File: src/rtl/ex_pkg.sv
// Shared types for the EX->MEM boundary: default widths, result-select
// encodings and the packed entry held by the skid buffer.
package ex_pkg;

  localparam int unsigned EX_DATA_W = 32;
  localparam int unsigned EX_RA_W   = 5;

  typedef enum logic [1:0] {
    EXSEL_ALU   = 2'd0,
    EXSEL_SHIFT = 2'd1,
    EXSEL_LINK  = 2'd2,
    EXSEL_ZERO  = 2'd3
  } ex_sel_e;

  typedef struct packed {
    logic [EX_DATA_W-1:0] res;
    logic [EX_DATA_W-1:0] store_data;
    logic [EX_RA_W-1:0]   rd;
    logic                 reg_we;
    logic                 mem_re;
    logic                 mem_we;
  } ex_mem_entry_t;

  // EX result select; only the selected value travels down the pipe.
  function automatic logic [EX_DATA_W-1:0] ex_result(
    input ex_sel_e              sel,
    input logic [EX_DATA_W-1:0] alu,
    input logic [EX_DATA_W-1:0] shift,
    input logic [EX_DATA_W-1:0] link
  );
    logic [EX_DATA_W-1:0] r;
    r = '0;
    unique case (sel)
      EXSEL_ALU:   r = alu;
      EXSEL_SHIFT: r = shift;
      EXSEL_LINK:  r = link;
      EXSEL_ZERO:  r = '0;
      default:     r = '0;
    endcase
    return r;
  endfunction

endpackage

File: src/rtl/ex_skid_buf.sv
// Generic 2-entry valid/ready skid buffer. The head entry drives the output;
// the skid entry absorbs one extra beat so in_ready can be registered.
module ex_skid_buf #(
  parameter int unsigned Width = 8
) (
  input  logic             clk,
  input  logic             rst,
  input  logic             flush,
  input  logic             in_valid,
  output logic             in_ready,
  input  logic [Width-1:0] in_data,
  output logic             out_valid,
  input  logic             out_ready,
  output logic [Width-1:0] out_data
);

  typedef enum logic [1:0] {StEmpty, StOne, StFull} occ_e;

  occ_e             state_q, state_d;
  logic [Width-1:0] head_q, head_d;
  logic [Width-1:0] skid_q, skid_d;
  logic             in_ready_q, in_ready_d;
  logic             accept, pop;

  assign accept    = in_valid && in_ready_q;
  assign pop       = (state_q != StEmpty) && out_ready;
  assign in_ready  = in_ready_q;
  assign out_valid = (state_q != StEmpty);
  assign out_data  = head_q;

  // Occupancy transitions and entry movement; flush drops everything.
  always_comb begin
    state_d = state_q;
    head_d  = head_q;
    skid_d  = skid_q;
    unique case (state_q)
      StEmpty: begin
        if (accept) begin
          head_d  = in_data;
          state_d = StOne;
        end
      end
      StOne: begin
        if (accept && pop) begin
          head_d = in_data;
        end else if (accept) begin
          skid_d  = in_data;
          state_d = StFull;
        end else if (pop) begin
          state_d = StEmpty;
        end
      end
      StFull: begin
        if (pop) begin
          head_d  = skid_q;
          state_d = StOne;
        end
      end
      default: state_d = StEmpty;
    endcase
    if (flush) begin
      // Head keeps its old contents so out_* data hold their last values.
      state_d = StEmpty;
      head_d  = head_q;
      skid_d  = skid_q;
    end
    in_ready_d = (state_d != StFull);
  end

  // State and entry registers with synchronous active-low reset.
  always_ff @(posedge clk) begin
    if (!rst) begin
      state_q    <= StEmpty;
      head_q     <= '0;
      skid_q     <= '0;
      in_ready_q <= 1'b1;
    end else begin
      state_q    <= state_d;
      head_q     <= head_d;
      skid_q     <= skid_d;
      in_ready_q <= in_ready_d;
    end
  end

endmodule

File: src/rtl/ex_mem_reg.sv
// EX->MEM pipeline register: result mux, r0 write suppression, flush and a
// 2-entry skid buffer. Define EX_MEM_FWD_EN to add the EX->EX forwarding tap.
// DATA_W/RA_W must match the widths of ex_pkg::ex_mem_entry_t.
module ex_mem_reg
  import ex_pkg::*;
#(
  parameter int unsigned DATA_W = EX_DATA_W,
  parameter int unsigned RA_W   = EX_RA_W
) (
  input  logic              clk,
  input  logic              rst,
  input  logic              flush,
  input  logic              in_valid,
  output logic              in_ready,
  input  logic [1:0]        ex_sel,
  input  logic [DATA_W-1:0] alu_res,
  input  logic [DATA_W-1:0] shift_res,
  input  logic [DATA_W-1:0] pc_plus8,
  input  logic [DATA_W-1:0] store_data,
  input  logic [RA_W-1:0]   rd,
  input  logic              reg_we,
  input  logic              mem_re,
  input  logic              mem_we,
  output logic              out_valid,
  input  logic              out_ready,
  output logic [DATA_W-1:0] out_res,
  output logic [DATA_W-1:0] out_store_data,
  output logic [RA_W-1:0]   out_rd,
  output logic              out_reg_we,
  output logic              out_mem_re,
  output logic              out_mem_we
`ifdef EX_MEM_FWD_EN
  ,
  output logic              fwd_valid,
  output logic [RA_W-1:0]   fwd_rd,
  output logic [DATA_W-1:0] fwd_res
`endif
);

  ex_mem_entry_t in_entry;
  ex_mem_entry_t head;

  // Build the entry to store; r0 is never written.
  always_comb begin
    in_entry            = '0;
    in_entry.res        = ex_result(ex_sel_e'(ex_sel), alu_res, shift_res, pc_plus8);
    in_entry.store_data = store_data;
    in_entry.rd         = rd;
    in_entry.reg_we     = reg_we && (rd != '0);
    in_entry.mem_re     = mem_re;
    in_entry.mem_we     = mem_we;
  end

  ex_skid_buf #(
    .Width($bits(ex_mem_entry_t))
  ) u_buf (
    .clk      (clk),
    .rst      (rst),
    .flush    (flush),
    .in_valid (in_valid),
    .in_ready (in_ready),
    .in_data  (in_entry),
    .out_valid(out_valid),
    .out_ready(out_ready),
    .out_data (head)
  );

  // Data outputs hold while idle; control outputs are qualified by valid.
  always_comb begin
    out_res        = head.res;
    out_store_data = head.store_data;
    out_rd         = head.rd;
    out_reg_we     = out_valid && head.reg_we;
    out_mem_re     = out_valid && head.mem_re;
    out_mem_we     = out_valid && head.mem_we;
  end

`ifdef EX_MEM_FWD_EN
  // Loads cannot forward from this stage; their data is not ready yet.
  always_comb begin
    fwd_valid = out_valid && head.reg_we && !head.mem_re;
    fwd_rd    = out_valid ? head.rd  : '0;
    fwd_res   = out_valid ? head.res : '0;
  end
`endif

endmodule

File: config.mk
export PLATFORM = sky130hd
export DESIGN_NAME = ex_mem_reg
export DESIGN_NICKNAME = d
export VERILOG_FILES = /design/src/rtl/ex_pkg.sv /design/src/rtl/ex_skid_buf.sv /design/src/rtl/ex_mem_reg.sv
export SDC_FILE = /design/constraint.sdc
export NUM_CORES = 1
export LEC_CHECK = 0
export ABC_CLOCK_PERIOD_IN_PS = 1600
export CAP_MARGIN = 20
export CORE_UTILIZATION = 43
export DETAILED_ROUTE_END_ITERATION = 12
export PLACE_DENSITY = 0.77
export SLEW_MARGIN = 20
export SYNTH_ARGS = -nofsm -noshare
export SYNTH_HDL_FRONTEND = slang
export SYNTH_SLANG_ARGS = --single-unit
File: constraint.sdc
create_clock -name clk -period 1.6 [get_ports clk]
set_clock_uncertainty 0.05 [all_clocks]
set_input_delay 0.24 -clock clk [delete_from_list [all_inputs] [get_ports clk]]
set_output_delay 0.24 -clock clk [all_outputs]
set_load 0.03 [all_outputs]
# Yosys cells after proc, flatten, opt, wreduce, memory -nomap -nowiden
# Index checks and enable logic that the tools add are counted.
[word_totals]
reg_bits = 147
input_bits = 143
output_inout_bits = 74
[op_classes]
eq_ne = 9
n_bitwise = 2
n_mux = 12
n_reduce_logical = 14
[op_table]
columns = ["cell", "n"]
rows = [
  ["2-to-1 mux 72 bit", 3],
  ["one-hot mux 72 bit (3 select lines)", 1],
  ["one-hot mux 32 bit (4 select lines)", 1],
  ["2-to-1 mux 2 bit", 6],
  ["logical AND 1 bit", 7],
  ["== test 2 bit (second input constant)", 3],
  ["inequality test 2 x 1 -> 1 bit (second input constant)", 3],
  ["one-hot mux 2 bit (3 select lines)", 1],
  ["AND reduction 5 bit", 1],
  ["nonzero test 5 bit", 1],
  ["== test 2 x 1 -> 1 bit (second input constant)", 2],
  ["zero test 2 bit", 2],
  ["AND reduction 4 bit", 1],
  ["nonzero test 3 bit", 1],
  ["inequality test 2 bit (second input constant)", 1],
  ["inverter 1 bit", 2],
  ["nonzero test 2 bit", 1],
]

# Depth between registers and ports, before layout
[depth]
depth_word = 8
ltp_mapped = 7

# Cells and area by module
# Synthesis repeated with hierarchy kept, for this count alone.
[unflattened]
cells_unflattened = 733
area_unflattened_um2 = 6967.9
[by_module_without_submodules]
columns = ["mod", "cells_each", "area_each_um2", "seq_area_each_um2", "n_inst"]
rows = [
  ["ex_skid_buf", 651, 6222.2, 2942.8, 1],
  ["ex_mem_reg", 82, 745.7, 0.0, 1],
]

# Worst setup path after synthesis
# Ideal clock, no wire load.
[synth_timing]
path_type = "register to register"
start = "reg u_buf.in_ready_q, in the netlist u_buf.in_ready"
end = "reg u_buf.skid_q[19]"
setup_slack_ns = -0.233
period_less_slack_ns = 1.833
stages_incl_launch_ff = 8
required_ns = 1.434
arrival_ns = 1.667
cell_sequence = "dfxtp_1 > nand3b_1 > or3_1 > clkbuf_1 > buf_2 > buf_2 > nand2_1 > a21boi_1"
[synth_via]
elab_chain_cells = 4
[synth_rtl]
columns = ["element", "line", "source"]
rows = [
  ["start: declaration", "ex_skid_buf.sv:22", "logic in_ready_q, in_ready_d;"],
  ["start signal: assignment", "ex_skid_buf.sv:81", "in_ready_q <= in_ready_d;"],
  ["logical AND 1 bit (*)", "ex_skid_buf.sv:25", "assign accept = in_valid && in_ready_q;"],
  ["logical AND 1 bit", "ex_skid_buf.sv:44", "if (accept && pop) begin"],
  ["inverter 1 bit (no line)", "--", ""],
  ["AND reduction 4 bit (no line) (*)", "--", ""],
  ["end signal: assignment", "ex_skid_buf.sv:80", "skid_q <= skid_d;"],
  ["end: declaration", "ex_skid_buf.sv:21", "logic [Width-1:0] skid_q, skid_d;"],
]
# Every way passes the cells marked *; elsewhere a longest branch is shown, timed or not.
# A chain may end at the register's enable or synchronous reset.

# Worst setup path in the final report
[layout_timing]
start = "reg u_buf.state_q[1]"
end = "reg u_buf.skid_q[54]"
[layout_via]
elab_chain_cells = 5
word_cells_on_any_way = 6
[layout_rtl]
columns = ["element", "line", "source"]
rows = [
  ["start: declaration", "ex_skid_buf.sv:19", "occ_e state_q, state_d;"],
  ["start signal: assignment", "ex_skid_buf.sv:73", "state_q <= StEmpty;"],
  ["start signal: assignment", "ex_skid_buf.sv:78", "state_q <= state_d;"],
  ["nonzero test 2 bit", "ex_skid_buf.sv:26", "assign pop = (state_q != StEmpty) && out_ready;"],
  ["logical AND 1 bit", "ex_skid_buf.sv:26", ""],
  ["logical AND 1 bit", "ex_skid_buf.sv:44", ""],
  ["inverter 1 bit (no line)", "--", ""],
  ["AND reduction 4 bit (no line) (*)", "--", ""],
]
# Marked as above.

==> results.py <==
metrics = {
    "grt": {
        "grt_max_degree": 44,
        "antenna_found_initial": 1,
        "grt_util_met1_pct": 29.3,
        "globalRouteMet2Util_pct": 40.1,
        "grt_pass1_vias": 6561,
        "gr-usage-met3_pct": 4.21,
        "grt_remaining_overflow": 0,
        "busiest_layer": "met2",
        "grt_pass1_wl_um": 33300,
        "grtUsageTotal_pct": 23.7,
    },
    "die": {
        "core_um2": 16600,
        "start_util_pct": 44.1,
        "rows": 47,
        "die_w_um": 132,
        "io_pins": 217,
        "die_h_um": 132,
        "dieArea_um2": 17500,
    },
    "critical_path": {
        "path_max_fanout": 8,
        "r2r_cells": 5,
        "crit_type": "reg -> reg",
        "worstSetupEndpointType": "flop",
        "r2r-end": "u_buf.skid_q[54]",
        "critPathLaunchType": "flop",
        "crit_buf_inv": 1,
        "crit_chain": "nand3b_1, or3_4, buf_12, a211oi_4, nor3b_2",
        "critPathArrivalTime_ns": 1.95,
        "required_ns": 1.86,
        "crit_path_top_delay_cell": "or3_4",
        "rrSetupSlack_ns": -0.09,
        "slowest_delay_ns": 0.53,
        "reg2reg_from": "u_buf.state_q[1]",
        "cpLargestDelayFamily": "simple AND/OR/NAND/NOR gates",
    },
    "pwr": {
        "p_leak_nw": 4.91,
        "pwr_density_cell_nw_per_um2": 862,
        "ir_drop_uv": 774,
    },
    "placed_design": {
        "portBuffers": 216,
        "gp_congestion": 0.772,
        "hpwl_um": 13400,
        "place_ws_ns": -0.479,
        "post_dp_cell_area_um2": 9670,
    },
    "synthesis": {
        "syn_avg_cell_area_um2": 8.25,
        "syn-num-nets": 1030,
        "ys_seq_area_share_pct": 40.2,
        "synth.distinct_cells": 31,
        "netlist_area_um2": 7310,
        "synth-seq-cells": 147,
        "syn-instance-count": 887,
        "ys_warn_count": 0,
    },
    "routing": {
        "wl_um": 23100,
        "first_pass_iters": 6,
        "vias": 7204,
        "drtIter0Drc": 424,
        "drc": 0,
        "antenna_left": 0,
        "wl_per_cell_um": 17.9,
        "viasPerCell": 5.59,
    },
    "sta": {
        "finalSetupViolations": 124,
        "fin_ws_ns": -0.0889,
        "worst-slew-pin-transition_ns": 0.378,
        "fin_crit_sh_pct": 106,
        "timing.hold.ws_ns": 0.138,
        "relSlewSlack_pct": 74.9,
        "fmax_mhz": 592,
        "rsz0062_at_grt": "true",
        "slew_violations": 0,
        "period_needed_ns": 1.69,
        "final_hold_viol_count": 0,
    },
    "finish": {
        "fin_util_pct": 68.4,
        "syn_to_final_growth_pct": 55.2,
        "final_area_um2": 11400,
        "nNetsFinal": 1198,
        "layout-drive-gt1-share_pct": 22.0,
    },
    "clock_network": {
        "cts_hold_buffers": 0,
        "cts_buffers": 17,
        "clk_latency_ns": 0.42,
        "clk_path_buf_depth": 2,
        "cts_tree": "done",
        "clkSinkCount": 147,
        "clk_pin_slew_ns": 0.06,
        "cts_root_buf": "clkbuf_16",
        "htreeDepth": 4,
    },
    "hold_path": {
        "hold_path_depth": 2,
        "hold_end": "u_buf.out_data[36]",
        "hp-start": "rst",
        "hold_class": "in -> reg",
    },
    "status": {
        "violations": "negative setup slack",
        "status": "complete, but fails checks",
    },
    "flow_run": {
        "cap_violations": 0,
    },
}
==> worst register-to-register path: cells and delay by family (launching register included) <==
kind,cells,cell delay (ns)
buf+inv,1,0.19
flops,1,0.32
compound gates,1,0.22
simple gates,3,0.80
==> where the power goes <==
group	switching [mW]	total [mW]	internal, mW
clock	1.55	4.24	2.69
combinational	0.830	1.68	0.850
sequential	0.0705	3.86	3.79
total	2.45	9.78	7.33
==> repair_timing <==
action,CTS,global route
cloned,5,14
endpoints found under the setup margin,173,140
gates resized for setup,91,143
setup buffers,8,8
pin swaps,3,75
==> worst max-delay path by stage <==
stage | start | end | cells after the start
2_1_floorplan | u_buf.in_ready | u_buf.skid_q[49] | 6
3_3_place_gp | in_valid | u_buf.skid_q[46] | 6
3_5_place_dp | in_valid | u_buf.skid_q[45] | 6
4_1_cts | u_buf.state_q[1] | u_buf.out_data[54] | 7
5_1_grt | u_buf.state_q[1] | u_buf.out_data[69] | 7
6_report | u_buf.state_q[1] | u_buf.skid_q[54] | 5
==> cell usage in the layout, fill, tap and decap left out, types with 6 or more instances in the layout <==
cell type | netlist | routed
a211oi_1 | 58 | 29
a211oi_2 | 0 | 25
a21boi_1 | 17 | 30
a21boi_2 | 0 | 10
buf_12 | 0 | 29
buf_4 | 69 | 30
buf_6 | 0 | 10
clkbuf_16 | 0 | 28
clkdlybuf4s50_1 | 0 | 140
dfxtp_1 | 147 | 144
dlygate4sd2_1 | 0 | 70
mux2i_1 | 32 | 32
nand2_1 | 196 | 149
nand2_2 | 0 | 29
nand2_4 | 0 | 18
nand3_1 | 39 | 28
nand3_2 | 0 | 10
nor2_1 | 59 | 56
nor3b_1 | 30 | 24
nor3b_2 | 0 | 6
o211a_1 | 45 | 45
o211ai_1 | 35 | 35
o22ai_1 | 32 | 32
==> synth_stat cells <==
master     count  share of area, %
a31oi_1        1             0.086
nor3_2         1              0.14
nor3b_1       30               3.1
a211oi_1      58               6.0
nand3_1       39               2.7
buf_1          1             0.051
or3_1          1             0.086
nand2_1      196                10
o22ai_1       32               2.7
inv_1          2              0.10
o31ai_4        1              0.29
or4_1          1              0.10
o211a_1       45               6.2
xnor2_1        1              0.12
nand3b_1       1              0.10
a21boi_0      23               2.4
buf_2         23               1.6
o21a_1         2              0.21
dfxtp_1      147                40
a2bb2oi_1      1              0.12
a21boi_1      17               1.7
nor2b_1        6              0.51
nor2_1        59               3.0
mux2i_1       32               4.4
nand2b_1       2              0.17
nand4bb_1      1              0.15
o211ai_1      35               3.6
nor3_1         1             0.068
clkbuf_1      58               3.0
o21ai_0        1             0.068
buf_4         69               7.1
==> layout make-up <==
class                           count  area [um2]
Inverter                            2        7.51
Clock buffer                       23         468
Sequential cell                   147        2950
Multi-Input combinational cell    587        4080
Clock inverter                      9         151
Antenna cell                        1        2.50
Fill cell                        1274        5230
Tap cell                          220         275
Timing Repair Buffer              300        3410
==> through the flow <==
step	std cells	TNS (ns)	total power, mW
floorplan	887	-0.927	4.82
global placement	1221	-57.65	5.50
detailed placement	1221	-57.16	5.51
CTS	1266	-0.936	9.71
global route	1289	-12.53	10.1
finish	1289	-3.61	9.78
==> per-layer routing <==
| metal | up-vias | wire [um] |
|---|---|---|
| li1 | 3393 | - |
| met1 | 3511 | 9670 |
| met2 | 251 | 11600 |
| met3 | 49 | 1110 |
| met4 | 0 | 721 |
| met5 | - | 0 |
==> registers in the layout, indices dropped and copies added, names as in the netlist <==
name	cells
u_buf.out_data	72
u_buf.in_ready	1
u_buf.skid_q	72
u_buf.state_q	2
==> cells by family after synthesis <==
group | share of synthesized area [%]
xor gates and xnor gates | 0.120
buffers and inverters | 11.8
and+or+nand+nor | 20.2
AOI/OAI and AO/OA | 23.3
DFF | 40.2
muxes | 4.38
No activity file was read; power rests on OpenSTA's default activity.
